`config.mk`:
```
export PLATFORM = sky130hd
export DESIGN_NAME = nibble_serial_add16
export DESIGN_NICKNAME = d
export VERILOG_FILES = /design/src/rtl/nibble_serial_add16.sv
export SDC_FILE = /design/constraint.sdc
export NUM_CORES = 1
export LEC_CHECK = 0
export CORE_MARGIN = 3
export CORE_UTILIZATION = 52
export DETAILED_ROUTE_END_ITERATION = 7
export PLACE_DENSITY = 0.83
export SYNTH_ARGS = -nofsm -noshare
export SYNTH_HDL_FRONTEND = slang
export SYNTH_SLANG_ARGS = --single-unit
```
`constraint.sdc`:
```
create_clock -name clk -period 5.97 [get_ports clk]
set_clock_uncertainty 0.2 [all_clocks]
set_input_delay 1.4925 -clock clk [delete_from_list [all_inputs] [get_ports clk]]
set_output_delay 1.4925 -clock clk [all_outputs]
set_load 0.02 [all_outputs]
```
`src/rtl/nibble_serial_add16.sv`:
```
// Multi-cycle WIDTH-bit unsigned adder: one SLICE-bit ripple slice per clock, with the carry
// registered between slices. Operands enter through a start/busy handshake; done pulses for one cycle.
module nibble_serial_add16 #(
  parameter int unsigned WIDTH = 16,
  parameter int unsigned SLICE = 4
) (
  input  logic             clk,
  input  logic             rst,
  input  logic             start,
  input  logic [WIDTH-1:0] a,
  input  logic [WIDTH-1:0] b,
  input  logic             cin,
  output logic             busy,
  output logic             done,
  output logic [WIDTH-1:0] sum,
  output logic             cout
);

  localparam int unsigned NSLICE = WIDTH / SLICE;
  localparam int unsigned IW     = (NSLICE > 1) ? $clog2(NSLICE) : 1;
  localparam logic [IW-1:0] LAST = IW'(NSLICE - 1);

  typedef enum logic [1:0] {IDLE, RUN, DONE} state_t;

  state_t           state, state_next;
  logic [WIDTH-1:0] a_r, b_r;
  logic             carry_r;
  logic [IW-1:0]    idx;
  logic [SLICE-1:0] x, y, s;
  logic [SLICE:0]   c;
  logic             accept;

  // One ripple slice built from full adders, fed by the registered carry
  always_comb begin
    x    = a_r[idx*SLICE +: SLICE];
    y    = b_r[idx*SLICE +: SLICE];
    s    = '0;
    c    = '0;
    c[0] = carry_r;
    for (int unsigned i = 0; i < SLICE; i++) begin
      s[i]   = x[i] ^ y[i] ^ c[i];
      c[i+1] = (x[i] & y[i]) | (c[i] & (x[i] ^ y[i]));
    end
  end

  always_ff @(posedge clk) begin
    if (rst) state <= IDLE;
    else     state <= state_next;
  end

  always_comb begin
    state_next = state;
    accept     = 1'b0;
    busy       = 1'b0;
    done       = 1'b0;
    case (state)
      IDLE: begin
        accept = start;
        if (start) state_next = RUN;
      end
      RUN: begin
        busy = 1'b1;
        if (idx == LAST) state_next = DONE;
      end
      DONE: begin
        done       = 1'b1;
        accept     = start;
        state_next = start ? RUN : IDLE;
      end
      default: state_next = IDLE;
    endcase
  end

  // sum is written slice by slice, so it keeps the previous result until the first RUN edge
  always_ff @(posedge clk) begin
    if (rst) begin
      a_r     <= '0;
      b_r     <= '0;
      carry_r <= 1'b0;
      idx     <= '0;
      sum     <= '0;
      cout    <= 1'b0;
    end else if (accept) begin
      a_r     <= a;
      b_r     <= b;
      carry_r <= cin;
      idx     <= '0;
    end else if (state == RUN) begin
      sum[idx*SLICE +: SLICE] <= s;
      carry_r                 <= c[SLICE];
      idx                     <= idx + 1'b1;
      if (idx == LAST) cout <= c[SLICE];
    end
  end

endmodule

```
==> results of run 1 <==
-- worst register-to-register path, delay by kind of cell, from the launching register on --
kind,cells,cell delay [ns]
simple gates,1,0.17
compound gates,1,0.10
buf+inv,2,0.15
flops,1,0.89
mux,1,0.66
fa+ha+maj,4,1.23
-- per-stage QoR --
| stage | power, mW | hold WS (ns) |
|---|---|---|
| 5_1_grt | 0.710 | 0.275 |
| 3_5_place_dp | 0.500 | 0.246 |
| 4_1_cts | 0.682 | 0.257 |
| 2_1_floorplan | 0.458 | 0.232 |
| 3_3_place_gp | 0.497 | 0.239 |
| 6_report | 0.682 | 0.258 |
-- cell families (layout without fill, tap and decap cells) --
group                    after synthesis  after routing  share of synthesized area, %
AO/OA/AOI/OAI                         51             51                          12.9
AND/OR/NAND/NOR                       99             99                          18.9
adder cells (fa/ha/maj)               10             10                          6.59
flip-flops                            54             54                          45.9
XOR/XNOR                               1              1                         0.372
multiplexers                          10             10                          8.98
buffers and inverters                 37             82                          6.38
-- path summary, 6_finish.rpt --
path | from | endpoint | slack, ns | cells after the start
max reg2reg | idx[0] | sum[7] | 2.42 | 9
min | b_r[10] | b_r[10] | 0.26 | 2
min reg2reg | b_r[10] | b_r[10] | 0.26 | 2
max | state[0] | busy | 2.15 | 2
-- cell type report --
type,instances,area (um^2),share of cell area [%]
timing repair buffer,55,543,18.3
tap,50,62.6,2.11
sequential,54,1080,36.5
clock buffer,7,76.3,2.57
multi-input combinational,171,1130,38.0
inverter,20,75.1,2.53
-- cells in the mapped netlist (2+ instances only) --
library cell	n	share of area, %
mux2i_1	2	0.85
nand4_1	2	0.53
a21oi_1	38	8.1
nand3_1	4	0.85
mux4_2	5	4.8
or2_2	2	0.53
nand3b_1	2	0.64
mux4_1	3	3.3
dfxtp_1	54	46
or3_1	2	0.53
fa_1	4	3.4
nor3_1	2	0.43
buf_2	6	1.3
and3b_1	3	1.1
nand2b_1	4	1.1
clkbuf_1	9	1.4
ha_1	6	3.2
nand2_1	69	11
nor2_1	3	0.48
o32ai_1	12	4.5
inv_1	20	3.2
nor2b_1	4	1.1
-- flip-flops by register name, indices dropped and copies added, names as in the netlist --
register  count
sum          16
carry_r       1
cout          1
state         2
idx           2
b_r          16
a_r          16
-- metal layers --
metal	GRT usage, %	routed length [um]	vias up
met3	5.20	337	8
met1	23.2	2080	885
met5	0	0	-
met4	8.65	74	0
met2	33.9	2510	59
li1	-	-	970
-- power by group through the flow --
stage               Sequential (mW)  Combinational [mW]  Clock [mW]
global route                  0.391               0.113       0.205
floorplan                     0.394              0.0638           0
global placement              0.396               0.100           0
CTS                           0.389               0.103       0.190
finish                        0.389               0.103       0.190
detailed placement            0.397               0.103           0
==> reports/metrics.csv, run 1 <==
metric,value,unit
"Worst Setup Slack, final",2.15,ns
slew margin rel.,16.7,%
synth-to-layout area growth,25.9,%
worst skew pair latency,0.30,ns
gpl congestion,0.758,
syn_nets,308,
Initial Utilization,56.4,%
H-tree depth,2,
port buffer count,54,
crit end category,output port,
"commonest non-fill, non-tap cells in the layout","nand2_1, dfxtp_1, clkdlybuf4s50_1",
setup_tns,0,ns
switching part of the total,25.2,%
Lkg Pwr,1.06,nW
clock root buffer master,clkbuf_8,
Synth Register Bits,54,
Hold Path Class,reg2reg,
"EDFF count, synth",0,
Max IR drop VDD,0.185,mV
Pre-antenna DRT Iters,4,
Post-CTS Setup Inserts,0,
clock sink count,54,
total core area,4170,um^2
CP cell instances,nor2b_1 -> clkdlybuf4s50_1,
Gate Count Post-Synth,262,
Worst Tran Pin Value,1.24,ns
Worst-path clk slew,0.09,ns
WS Path Type,reg2out,
Mapped Area,2350,um^2
layout cell share with drive strength beyond 1,4.89,%
vias in the first global route,1822,
pre-CTS setup slack,2.32,ns
sequential power share,57.0,%
status,finished clean,
"most common cell after layout, fill and taps aside",nand2_1,
"Seq/Total Area, Yosys",45.9,%
Core Rows,23,
fin util,71.0,%
Tcrit/Tclk final,64.0,%
DIE AREA,5370,um^2
most used flip-flop cell after synthesis,dfxtp_1,
post-CTS resize count,0,
cell area power density,230,nW/um^2
"Slew Viols, Final",0,
Critical Path Max Stage Delay,0.73,ns
Cell Int Power,510,uW
cell class contributing the biggest share of worst-path delay,buffers and inverters,
post-synthesis cell type count,28,
Die H,73.3,um
clock share of power,27.9,%
Net Switching,172,uW
Placed Instance Area,2890,um^2
CTS tree,done,
Global Route Usage Sum,19.8,%
Final nets,353,
Avg Inst Size Synth,8.99,um^2
fin cells,357,
Detail Route Antenna Nets,0,
post-route minimum period,3.82,ns
Inst Count DP,350,
Longest Clk Path Bufs,2,
final hold violations,0,
crit start category,flip-flop,
initial antenna violation count,0,
fillcell total,330,
ys async rst share,0,%
I/O pin count,55,
drt total wl,5000,um
largest net degree at the start of global routing,59,
crit path buf inv count,1,
WL/cell,14.0,um
# setup viols final,0,
post-DP HPWL,3500,um
DRT iter0 DRCs,127,
"Slowest-stage cell, CP",clkdlybuf4s50_1,
# diodes,0,
worst-path maximum fanout,9,
global-route wire length before repair,8170,um
"final std cell area, no fill",2960,um^2
vias per cell,5.38,
hold_buf cts,0,
CTS buffer count,5,
Synth Warn #,0,
Max Clk Rate,262,MHz
crit path DAT,2.13,ns
"Data required, critical path",4.28,ns
max_cap viols,0,
Die X,73.3,um
Residual DRC,0,
gr ovfl total,0,
via count,1922,
combinational power share,15.1,%
RSZ-0062 raised after global routing,false,
No activity file was read; power rests on OpenSTA's default activity.
==> run 2: changes to the inputs <==
Settings changed: CORE_UTILIZATION 52 to 44, PLACE_DENSITY 0.83 to 0.75.
Clock period 5.97 ns to 3.4 ns, I/O delays scaled along.
==> run 2 against run 1 <==
Compared with the run above: critical path depth is 7 higher; flip-flop and latch count is the same; clock-buffer cell count fell by 1; hold slack worse by 0.0010 ns; total power up 78%; register-to-register slack got worse by 2.0 ns; critical path type is now reg2reg; critical endpoint is now sum[11].
==> reports/metrics.csv, run 2 (synthesis gave the netlist of run 1 again) <==
metric,value,unit,change
status,finished clean,,unchanged
# setup viols final,0,,unchanged
"Worst Setup Slack, final",0.416,ns,was 2.15 ns
Final nets,358,,was 353
Cell Int Power,914,uW,was 510 uW
pre-CTS setup slack,0.422,ns,was 2.32 ns
hold_buf cts,0,,unchanged
multi-input logic area,1130,um^2,unchanged
CTS buffer count,5,,unchanged
gr ovfl total,0,,unchanged
I/O pin count,55,,unchanged
layout cell share with drive strength beyond 1,6.75,%,was 4.89%
Core Rows,25,,was 23
DRT iter0 DRCs,85,,was 127
"Slew Viols, Final",0,,unchanged
synth-to-layout area growth,28.6,%,was 25.9%
H-tree depth,2,,unchanged
Initial Utilization,47.6,%,was 56.4%
Residual DRC,0,,unchanged
Inst Count DP,372,,was 350
DIE AREA,6270,um^2,was 5370 um^2
Longest Clk Path Bufs,2,,unchanged
initial antenna violation count,0,,unchanged
gpl congestion,0.737,,was 0.758
post-CTS resize count,0,,unchanged
drt total wl,5100,um,was 5000 um
switching part of the total,24.7,%,was 25.2%
fillcell total,463,,was 330
vias in the first global route,1857,,was 1822
clock sink count,54,,unchanged
Detail Route Antenna Nets,0,,unchanged
largest net degree at the start of global routing,35,,was 59
"Data required, critical path",3.41,ns,was 4.28 ns
crit end category,flip-flop,,was output port
Pwr Total,1.21,mW,was 682 uW
vias per cell,5.10,,was 5.38
Largest regs,"a_r (16), b_r (16), sum (16)",,unchanged
max_cap viols,0,,unchanged
worst skew pair latency,0.30,ns,about the same
crit start category,flip-flop,,unchanged
total core area,4940,um^2,was 4170 um^2
cell area power density,401,nW/um^2,was 230 nW/um^2
Die H,79.2,um,was 73.3 um
RSZ-0062 raised after global routing,false,,unchanged
Max IR drop VDD,0.237,mV,was 0.185 mV
global-route wire length before repair,8470,um,was 8170 um
fin cells,378,,was 357
worst-path maximum fanout,6,,was 9
Tcrit/Tclk final,87.8,%,
Hold Path Class,reg2reg,,unchanged
Max Clk Rate,335,MHz,
final hold violations,0,,unchanged
Global Route Usage Sum,17.1,%,was 19.8%
combinational power share,15.5,%,was 15.1%
"most common cell after layout, fill and taps aside",nand2_1,,unchanged
Worst-path clk slew,0.09,ns,about the same
port buffer count,54,,unchanged
final hold slack,0.257,ns,was 0.258 ns
# diodes,0,,unchanged
CTS tree,done,,unchanged
Pre-antenna DRT Iters,4,,unchanged
via count,1926,,was 1922
Net Switching,300,uW,was 172 uW
clock root buffer master,clkbuf_8,,unchanged
WL/cell,13.5,um,was 14.0 um
register area,1080,um^2,unchanged
sequential power share,56.0,%,was 57.0%
Lkg Pwr,1.09,nW,was 1.06 nW
Post-CTS Setup Inserts,0,,unchanged
crit path DAT,3.00,ns,was 2.13 ns
clock share of power,28.5,%,was 27.9%
setup_tns,0,ns,unchanged
WS Path Type,reg2reg,,was reg2out
Worst Tran Pin Value,0.634,ns,was 1.24 ns
post-route minimum period,2.98,ns,
Die X,79.2,um,was 73.3 um
post-DP HPWL,3820,um,was 3500 um
"commonest non-fill, non-tap cells in the layout","nand2_1, dfxtp_1, clkdlybuf4s50_1",,unchanged
slew margin rel.,57.7,%,was 16.7%
## run 2: changes by cell type in the layout (fill, tap and decap cells not counted)
cell,change
buf_4,+5
clkbuf_1,-2
clkbuf_8,+1
## run 2: power by group through the flow
stage,logic (mW),clock network (mW),registers (mW)
global placement,0.184,0,0.694
global route,0.210,0.376,0.684
finish,0.188,0.346,0.680
floorplan,0.112,0,0.691
detailed placement,0.189,0,0.695
CTS,0.190,0.353,0.681
## run 2: stage by stage
step	util [%]	area, um^2
5_1_grt	61.3	3030
3_5_place_dp	59.6	2950
6_report	61.3	3030
4_1_cts	61.3	3030
2_1_floorplan	-	2350
3_3_place_gp	59.6	2950
## run 2: final timing paths
check          start       to  slack (ns)  cells past startpoint
max reg2reg   idx[0]  sum[11]        0.42                      9
min          b_r[11]  b_r[11]        0.26                      2
min reg2reg  b_r[11]  b_r[11]        0.26                      2
max           idx[0]  sum[11]        0.42                      9
## run 2: layer usage
layer	track usage, %	vias up	part of all wire (%)
met2	30.8	48	51
met3	4.08	6	4.7
met1	19.8	892	43
met5	0	-	0
li1	-	980	-
met4	5.67	0	1.3
## run 2: worst max-delay path, cell delays in order, from the launching register on
cell and delay [ns]:
dfxtp_1 0.50, mux4_1 0.60, inv_1 0.09, fa_1 0.19
fa_1 0.16, inv_1 0.05, fa_1 0.39, fa_1 0.52
nand2b_1 0.09, o32ai_1 0.11
## run 2: layout make-up
| cell class | count | area share [%] |
|---|---|---|
| Sequential cell | 54 | 35.7 |
| Multi-Input combinational cell | 171 | 37.2 |
| Timing Repair Buffer | 60 | 19.2 |
| Clock buffer | 6 | 2.73 |
| Tap cell | 67 | 2.77 |
| Inverter | 20 | 2.48 |
